### config.mk
export PLATFORM = sky130hd
export DESIGN_NAME = axi_rd_arbiter
export DESIGN_NICKNAME = d
export VERILOG_FILES = /design/src/rtl/axi_rd_arbiter_pkg.sv /design/src/rtl/axi_rd_arbiter_rr_arb2.sv /design/src/rtl/axi_rd_arbiter.sv
export SDC_FILE = /design/constraint.sdc
export NUM_CORES = 1
export LEC_CHECK = 0
export ABC_AREA = 1
export CAP_MARGIN = 20
export CORE_AREA = 5 5 106 108
export DETAILED_ROUTE_END_ITERATION = 8
export DIE_AREA = 0 0 111 113
export SLEW_MARGIN = 40
export SYNTH_ARGS = -nofsm -noshare
export SYNTH_HDL_FRONTEND = slang
export SYNTH_SLANG_ARGS = --single-unit
### constraint.sdc
create_clock -name AXI_CLK_i -period 2.7 [get_ports AXI_CLK_i]
set_clock_uncertainty 0.05 [all_clocks]
set_input_delay 0.405 -clock AXI_CLK_i [delete_from_list [all_inputs] [get_ports AXI_CLK_i]]
set_output_delay 0.405 -clock AXI_CLK_i [all_outputs]
set_load 0.005 [all_outputs]
### src/rtl/axi_rd_arbiter_pkg.sv
// ============================================================================
// Module      : axi_rd_arbiter_pkg
// Description : Shared AXI width macros, read-arbiter FSM states and master
//               index type.
// Revision    : 1.0 - initial release
// ============================================================================
`default_nettype none

`ifndef AXI_ID_BITS
`define AXI_ID_BITS 4
`endif
`ifndef AXI_ADDR_BITS
`define AXI_ADDR_BITS 32
`endif
`ifndef AXI_LEN_BITS
`define AXI_LEN_BITS 8
`endif
`ifndef AXI_SIZE_BITS
`define AXI_SIZE_BITS 3
`endif
`ifndef AXI_DATA_BITS
`define AXI_DATA_BITS 32
`endif

package axi_rd_arbiter_pkg;

    typedef enum logic [1:0] {
        ST_IDLE = 2'd0,
        ST_ADDR = 2'd1,
        ST_DATA = 2'd2
    } arb_state_e;

    typedef logic mst_idx_t;

    function automatic mst_idx_t onehot_to_idx(input logic [1:0] onehot);
        return onehot[1];
    endfunction

endpackage

`default_nettype wire

### src/rtl/axi_rd_arbiter_rr_arb2.sv
// ============================================================================
// Module      : RR_ARB2
// Description : Two-requester round-robin arbiter with priority register.
// Revision    : 1.0 - initial release
// ============================================================================
`default_nettype none

module RR_ARB2
    import axi_rd_arbiter_pkg::*;
#(
    parameter int RR_INIT = 0
) (
    input  logic       clk,
    input  logic       rst_n,
    input  logic [1:0] req,
    input  logic       advance,
    input  mst_idx_t   served,
    output logic [1:0] grant
);

    localparam mst_idx_t c_init = RR_INIT[0];

    mst_idx_t r_prio;

    // After a completed burst the other master holds priority
    always_ff @(posedge clk) begin
        if (!rst_n) begin
            r_prio <= c_init;
        end else if (advance) begin
            r_prio <= ~served;
        end
    end

    always_comb begin
        if (&req) begin
            grant = r_prio ? 2'b10 : 2'b01;
        end else begin
            grant = req;
        end
    end

endmodule

`default_nettype wire

### src/rtl/axi_rd_arbiter.sv
// ============================================================================
// Module      : axi_rd_arbiter
// Description : Two-master AXI read arbiter, one outstanding burst at a time.
// Revision    : 1.0 - initial release
// ============================================================================
`default_nettype none

module axi_rd_arbiter
    import axi_rd_arbiter_pkg::*;
#(
    parameter int RR_INIT = 0
) (
    input  logic                      AXI_CLK_i,
    input  logic                      AXI_RST_i,

    input  logic [`AXI_ID_BITS-1:0]   M0_ARID_i,
    input  logic [`AXI_ADDR_BITS-1:0] M0_ARADDR_i,
    input  logic [`AXI_LEN_BITS-1:0]  M0_ARLEN_i,
    input  logic [`AXI_SIZE_BITS-1:0] M0_ARSIZE_i,
    input  logic [1:0]                M0_ARBURST_i,
    input  logic                      M0_ARVALID_i,
    output logic                      M0_ARREADY_o,
    output logic [`AXI_ID_BITS-1:0]   M0_RID_o,
    output logic [`AXI_DATA_BITS-1:0] M0_RDATA_o,
    output logic [1:0]                M0_RRESP_o,
    output logic                      M0_RLAST_o,
    output logic                      M0_RVALID_o,
    input  logic                      M0_RREADY_i,

    input  logic [`AXI_ID_BITS-1:0]   M1_ARID_i,
    input  logic [`AXI_ADDR_BITS-1:0] M1_ARADDR_i,
    input  logic [`AXI_LEN_BITS-1:0]  M1_ARLEN_i,
    input  logic [`AXI_SIZE_BITS-1:0] M1_ARSIZE_i,
    input  logic [1:0]                M1_ARBURST_i,
    input  logic                      M1_ARVALID_i,
    output logic                      M1_ARREADY_o,
    output logic [`AXI_ID_BITS-1:0]   M1_RID_o,
    output logic [`AXI_DATA_BITS-1:0] M1_RDATA_o,
    output logic [1:0]                M1_RRESP_o,
    output logic                      M1_RLAST_o,
    output logic                      M1_RVALID_o,
    input  logic                      M1_RREADY_i,

    output logic [`AXI_ID_BITS-1:0]   S_ARID_o,
    output logic [`AXI_ADDR_BITS-1:0] S_ARADDR_o,
    output logic [`AXI_LEN_BITS-1:0]  S_ARLEN_o,
    output logic [`AXI_SIZE_BITS-1:0] S_ARSIZE_o,
    output logic [1:0]                S_ARBURST_o,
    output logic                      S_ARVALID_o,
    input  logic                      S_ARREADY_i,

    input  logic [`AXI_ID_BITS-1:0]   S_RID_i,
    input  logic [`AXI_DATA_BITS-1:0] S_RDATA_i,
    input  logic [1:0]                S_RRESP_i,
    input  logic                      S_RLAST_i,
    input  logic                      S_RVALID_i,
    output logic                      S_RREADY_o,

    output logic [1:0]                GRANT_o
);

    arb_state_e r_state;
    logic [1:0] r_grant;
    logic [1:0] w_arb_grant;
    mst_idx_t   w_own;
    logic       w_in_addr;
    logic       w_in_data;
    logic       w_last_hs;

    assign w_own     = onehot_to_idx(r_grant);
    assign w_in_addr = (r_state == ST_ADDR);
    assign w_in_data = (r_state == ST_DATA);
    assign w_last_hs = w_in_data & S_RVALID_i & S_RREADY_o & S_RLAST_i;
    assign GRANT_o   = r_grant;

    RR_ARB2 #(
        .RR_INIT (RR_INIT)
    ) u_rr_arb2 (
        .clk     (AXI_CLK_i),
        .rst_n   (AXI_RST_i),
        .req     ({M1_ARVALID_i, M0_ARVALID_i}),
        .advance (w_last_hs),
        .served  (w_own),
        .grant   (w_arb_grant)
    );

    always_ff @(posedge AXI_CLK_i) begin
        if (!AXI_RST_i) begin
            r_state <= ST_IDLE;
            r_grant <= 2'b00;
        end else begin
            case (r_state)
                ST_IDLE: begin
                    if (M0_ARVALID_i | M1_ARVALID_i) begin
                        r_grant <= w_arb_grant;
                        r_state <= ST_ADDR;
                    end
                end
                ST_ADDR: begin
                    if (S_ARREADY_i) begin
                        r_state <= ST_DATA;
                    end
                end
                ST_DATA: begin
                    if (w_last_hs) begin
                        r_grant <= 2'b00;
                        r_state <= ST_IDLE;
                    end
                end
                default: begin
                    r_grant <= 2'b00;
                    r_state <= ST_IDLE;
                end
            endcase
        end
    end

    // Everything not owned by the granted master in the current phase is zero
    always_comb begin
        S_ARID_o     = '0;
        S_ARADDR_o   = '0;
        S_ARLEN_o    = '0;
        S_ARSIZE_o   = '0;
        S_ARBURST_o  = '0;
        S_ARVALID_o  = 1'b0;
        S_RREADY_o   = 1'b0;
        M0_ARREADY_o = 1'b0;
        M1_ARREADY_o = 1'b0;
        M0_RID_o     = '0;
        M0_RDATA_o   = '0;
        M0_RRESP_o   = '0;
        M0_RLAST_o   = 1'b0;
        M0_RVALID_o  = 1'b0;
        M1_RID_o     = '0;
        M1_RDATA_o   = '0;
        M1_RRESP_o   = '0;
        M1_RLAST_o   = 1'b0;
        M1_RVALID_o  = 1'b0;

        if (w_in_addr) begin
            S_ARVALID_o = 1'b1;
            if (w_own) begin
                S_ARID_o     = M1_ARID_i;
                S_ARADDR_o   = M1_ARADDR_i;
                S_ARLEN_o    = M1_ARLEN_i;
                S_ARSIZE_o   = M1_ARSIZE_i;
                S_ARBURST_o  = M1_ARBURST_i;
                M1_ARREADY_o = S_ARREADY_i;
            end else begin
                S_ARID_o     = M0_ARID_i;
                S_ARADDR_o   = M0_ARADDR_i;
                S_ARLEN_o    = M0_ARLEN_i;
                S_ARSIZE_o   = M0_ARSIZE_i;
                S_ARBURST_o  = M0_ARBURST_i;
                M0_ARREADY_o = S_ARREADY_i;
            end
        end

        // Read data follows the grant, never S_RID_i
        if (w_in_data) begin
            if (w_own) begin
                S_RREADY_o  = M1_RREADY_i;
                M1_RID_o    = S_RID_i;
                M1_RDATA_o  = S_RDATA_i;
                M1_RRESP_o  = S_RRESP_i;
                M1_RLAST_o  = S_RLAST_i;
                M1_RVALID_o = S_RVALID_i;
            end else begin
                S_RREADY_o  = M0_RREADY_i;
                M0_RID_o    = S_RID_i;
                M0_RDATA_o  = S_RDATA_i;
                M0_RRESP_o  = S_RRESP_i;
                M0_RLAST_o  = S_RLAST_i;
                M0_RVALID_o = S_RVALID_i;
            end
        end
    end

endmodule

`default_nettype wire

Word level (Yosys, flattened, before mapping)

Index checks and enable logic that the tools add are counted.

Flip-flop bits (word level): 5
Bits of input ports: 145
Output and inout bits: 135

Equal/unequal tests: 5
Multiplexer cells: 45
Bitwise logic cells: 6
Reductions and logical operators: 4

Operators by type and width:

| operator             | number |
|---|---|
| $mux W32             | 6 |
| $mux W2              | 12 |
| $mux W4              | 6 |
| $mux W8              | 2 |
| $mux W1              | 15 |
| $pmux W2 S3          | 2 |
| $mux W3              | 2 |
| $reduce_and A3 Y1    | 2 |
| $ne A2 B2 Y1 const B | 2 |
| $and A1 B1 Y1        | 3 |
| $eq A2 B1 Y1 const B | 1 |
| $eq A2 B2 Y1 const B | 1 |
| $logic_not A2 Y1     | 1 |
| $ne A2 B1 Y1 const B | 1 |
| $not A1 Y1           | 2 |
| $reduce_and A2 Y1    | 1 |
| $or A1 B1 Y1         | 1 |

Depth between registers and ports, before layout

Word-level depth: 6
Depth in mapped cells: 7
Gate-level depth less buffers: 7

Modules after synthesis

From an unflattened synthesis, not the netlist that was laid out.

Cells, all modules: 339
Area total of the unflattened synthesis: 1511.4 µm²

By module, submodules not included:

| module         | instances | cells each | area each (µm²) |
|---|---|---|---|
| axi_rd_arbiter | 1         | 331        | 1457.6 |
| RR_ARB2        | 1         | 8          | 53.8 |

Least setup slack after synthesis

No wires, ideal clock.

Path kind: register to output
Start: register r_grant[1], in the netlist GRANT_o[1]
End: output S_ARADDR_o[16]
Arrival time: 1.081 ns
Data required time: 2.245 ns
Setup slack: 1.164 ns
Cell stages (with the launch flop): 5
Cell sequence: dfxtp_1 -> buf_2 -> buf_1 -> nand2_1 -> a21oi_2

Cells in the longest elaborated chain, start to end: 2

Ends and longest elaborated chain:

| item                   | line                  | text |
|---|---|---|
| start, declared        | axi_rd_arbiter.sv:63  | `logic [1:0] r_grant;` |
| start signal, assigned | axi_rd_arbiter.sv:95  | `r_grant <= w_arb_grant;` |
| $mux W32               | axi_rd_arbiter.sv:142 | `if (w_own) begin` |
| $mux W32               | axi_rd_arbiter.sv:140 | `if (w_in_addr) begin` |
| end, declared          | axi_rd_arbiter.sv:45  | `` output logic [`AXI_ADDR_BITS-1:0] S_ARADDR_o, `` |

No other way between the ends.

Final worst setup path

Start: register r_state[0]
End: output S_ARADDR_o[5]

Cells in the longest elaborated chain, start to end: 2

Ends and longest elaborated chain:

| item                   | line                  | text |
|---|---|---|
| start, declared        | axi_rd_arbiter.sv:62  | `arb_state_e r_state;` |
| start signal, assigned | axi_rd_arbiter.sv:89  | `r_state <= ST_IDLE;` |
| start signal, assigned | axi_rd_arbiter.sv:96  | `r_state <= ST_ADDR;` |
| start signal, assigned | axi_rd_arbiter.sv:101 | `r_state <= ST_DATA;` |
| $eq A2 B1 Y1           | axi_rd_arbiter.sv:71  | `assign w_in_addr = (r_state == ST_ADDR);` |
| $mux W32               | axi_rd_arbiter.sv:140 |  |

No other way between the ends.

==> impl_metrics.csv <==
group,metric,value,unit
global_routing,use_met2,0.3006,
global_routing,grt_use_total,0.1498,
detailed_routing,drc_errors,0,
floorplanning,core_region_area,10140,sq um
global_routing,grt_pass1_vias,3024,
finish,final_nets,753,
power_and_ir_drop,power_density,231.7,nW/um^2
clock_tree,cts_sinks,5,
power_and_ir_drop,swShare,0.3706,
critical_path,max_stage_delay,0.53,ns
sta,layout_min_cycle_time,2.410,ns
floorplanning,core.rowCount,37,
placed_design,hpwl,8892,um
critical_path,critical_path_buf_inv_count,3,
finish,drive_gt1_frac,0.03954,
detailed_routing,ant_nets,0,
sta,holdWs,0.4305,ns
finish,finalNonFillerCells,743,
clock_tree,clk_pin_slew_worst_paths,0.04,ns
critical_path,cp.depth,5,
sta,tightest_slew,0.5557,ns
critical_path,r2r_slack,1.30,ns
floorplanning,fp.dieH,113,um
logic_synthesis,synth_cell_types,20,
global_routing,grt_pass1_wl,15420,um
sta,period_share,0.8925,
global_routing,grt_antenna_before_repair,0,
power_and_ir_drop,cellLeakagePower,1.911,nW
global_routing,met1_usage,0.1452,
clock_tree,cts_tree,"yes",
placed_design,io_buffer_count,279,
logic_synthesis,synthMuxAreaShare,0,
logic_synthesis,synthCells,344,
power_and_ir_drop,comb_power_share,0.777,
sta,slew_viol_final,0,
clock_tree,cts_root_buf,"clkbuf_8",
critical_path,crit_chain,"inv_1 -> nor2_2 -> inv_4 -> a21oi_1 -> clkdlybuf4s50_1",
logic_synthesis,ys_seq_area_frac,0.06541,
floorplanning,initial_utilization,0.1509,
min_path,hold_class,"flip-flop to flip-flop",
critical_path,endpoint,"S_ARADDR_o[5]",
power_and_ir_drop,pwr-share-clk,0.133,
clock_tree,clock_path_buffers,2,
critical_path,timing.rr.start,"r_state[1]",
critical_path,crit_arrival,1.95,ns
logic_synthesis,synth_top_family_by_area,"simple AND/OR/NAND/NOR gates",
logic_synthesis,synth_xor_area_frac,0,
detailed_routing,vias,2989,
clock_tree,h-tree-depth,1,
sta,slew_headroom,0.6295,
critical_path,endpoint_kind,"primary output",
critical_path,crit_type,"flip-flop to primary output",
logic_synthesis,synth_fa_ha_area_frac,0,
sta,fmax,415.0,MHz
logic_synthesis,syn-num-nets,489,
sta,rsz0062_at_grt,"no",
critical_path,critical-path-slowest-cell,"clkdlybuf4s50_1",
global_routing,grt_busiest_layer,"met2",
critical_path,crit_fanout,49,
logic_synthesis,netlist_area,1530,sq um
floorplanning,die_area,12540,sq um
critical_path,reg2reg_depth,5,
power_and_ir_drop,power_switching,0.3841,mW
critical_path,required,2.25,ns
finish,final_common_cell,"clkdlybuf4s50_1",
clock_tree,cts_hold_buf,0,
run,cap_viol_max_count,0,
outcome,outcome,"complete, no violations",
logic_synthesis,synthSimpleGateAreaFrac,0.5241,
logic_synthesis,synth_compound_area_frac,0.2126,
logic_synthesis,syn_area_per_cell,4.448,sq um
critical_path,crit_family,"buffers and inverters",
logic_synthesis,synth_top_area_cell,"nand2_1",
sta,hold_viol_final,0,
critical_path,critPathLaunchType,"flip-flop",
detailed_routing,post_drt_wl_per_cell,13.92,um
logic_synthesis,yosysTopAreaCellShare,0.2674,
detailed_routing,firstDrtPassIters,4,
global_routing,met3_usage,0.05775,
sta,setup_viol,0,
power_and_ir_drop,p_int,0.6524,mW
finish,diodes,0,
critical_path,crit_path_start,"r_state[0]",
floorplanning,die_x,111,um
clock_tree,post-cts-setup-buffers,0,
placed_design,routabilityCongestion,0.8198,
floorplanning,ios,280,
detailed_routing,drt-initial-drc-count,138,
detailed_routing,drt-total-wl,10340,um
power_and_ir_drop,peakVddDrop,0.08982,mV
logic_synthesis,ys_ff_latch,5,
logic_synthesis,yosysWarnings,0,
clock_tree,clock_latency,0.22,ns
finish,final_cell_mix,"clkdlybuf4s50_1 (279), nand2_1 (109), nor2_1 (91)",
finish,area_delta_synth_final,192.3,%
placed_design,place_inst,739,
detailed_routing,vias_per_cell,4.023,
sta,tns,0,ns
global_routing,grt_max_degree,50,
logic_synthesis,synthTopCellsByArea,"nand2_1 (27%), nor2_1 (22%), a21oi_1 (14%)",
finish,final_util,0.4412,
power_and_ir_drop,pwr-share-seq,0.091,
critical_path,crit-reg2reg-capture,"GRANT_o[0]",
clock_tree,numCtsBuffers,3,
global_routing,grt-ovfl-total,0,
clock_tree,postCtsResizedCells,0,
min_path,min_from,"GRANT_o[0]",
## final cells by class
class,instances,area [sq um]
Fill cell,1044,5665
Timing Repair Buffer,284,2843
Multi-Input combinational cell,265,1127
Inverter,49,186.4
Tap cell,136,170.2
Sequential cell,5,101.3
Clock buffer,4,45.04
## metrics by stage
stage	cell area, sq um	power, mW	setup slack, ns
after floorplan	1530	0.3961	1.164
after global placement	4425	0.9060	0.4066
after detailed placement	4428	0.9109	0.5007
after CTS	4473	1.055	0.2568
after global routing	4473	1.126	0.1430
final	4473	1.036	0.2902
## cell usage after synthesis
cell type    n
a21oi_1     44
a21oi_2     10
buf_1        1
buf_2        5
buf_4        1
buf_6        2
clkbuf_1    16
dfxtp_1      5
inv_1       46
inv_2        3
nand2_1    109
nand3_1      4
nand3b_1     1
nand4_1      1
nor2_1      91
nor2_2       1
nor2_4       1
o211ai_1     1
o21ai_0      1
o21ai_1      1
## power groups by stage
| stage | Clock (mW) | Combinational [mW] | Sequential (mW) |
|---|---|---|---|
| floorplan | 0 | 0.304 | 0.0917 |
| global placement | 0 | 0.811 | 0.0949 |
| detailed placement | 0 | 0.816 | 0.0954 |
| CTS | 0.141 | 0.819 | 0.0944 |
| global route | 0.147 | 0.883 | 0.0965 |
| finish | 0.138 | 0.805 | 0.0939 |
## flip-flops by register name, indices dropped and copies added, names as in the netlist
name	count
GRANT_o	2
r_state	2
u_rr_arb2.r_prio	1
## kinds of logic (layout without fill, tap and decap cells)
family                 after synthesis  count (layout)
and+or+nand+nor                    208             208
buffers and inverters               74             337
AOI/OAI and AO/OA                   57              57
DFF                                  5               5
## worst min path at each step
stage / end / slack (ns) / cells past startpoint
floorplan: GRANT_o[0] / 0.43 / 2
global placement: GRANT_o[0] / 0.42 / 2
detailed placement: GRANT_o[0] / 0.43 / 2
CTS: GRANT_o[0] / 0.44 / 2
global route: GRANT_o[0] / 0.48 / 2
finish: GRANT_o[0] / 0.43 / 2
## worst register-to-register path, cell delays in order (launching register included)
cell,delay (ns)
dfxtp_1,0.41
nand4_1,0.17
o21ai_1,0.40
nand3_1,0.13
nand2_1,0.09
nor2_1,0.04
## per-layer routing
metal,up-vias,wire (um)
met3,8,1101
li1,1549,-
met4,0,149
met2,172,5482
met1,1260,3610
met5,-,0
Note: power is estimated with default switching activity, not from simulation.
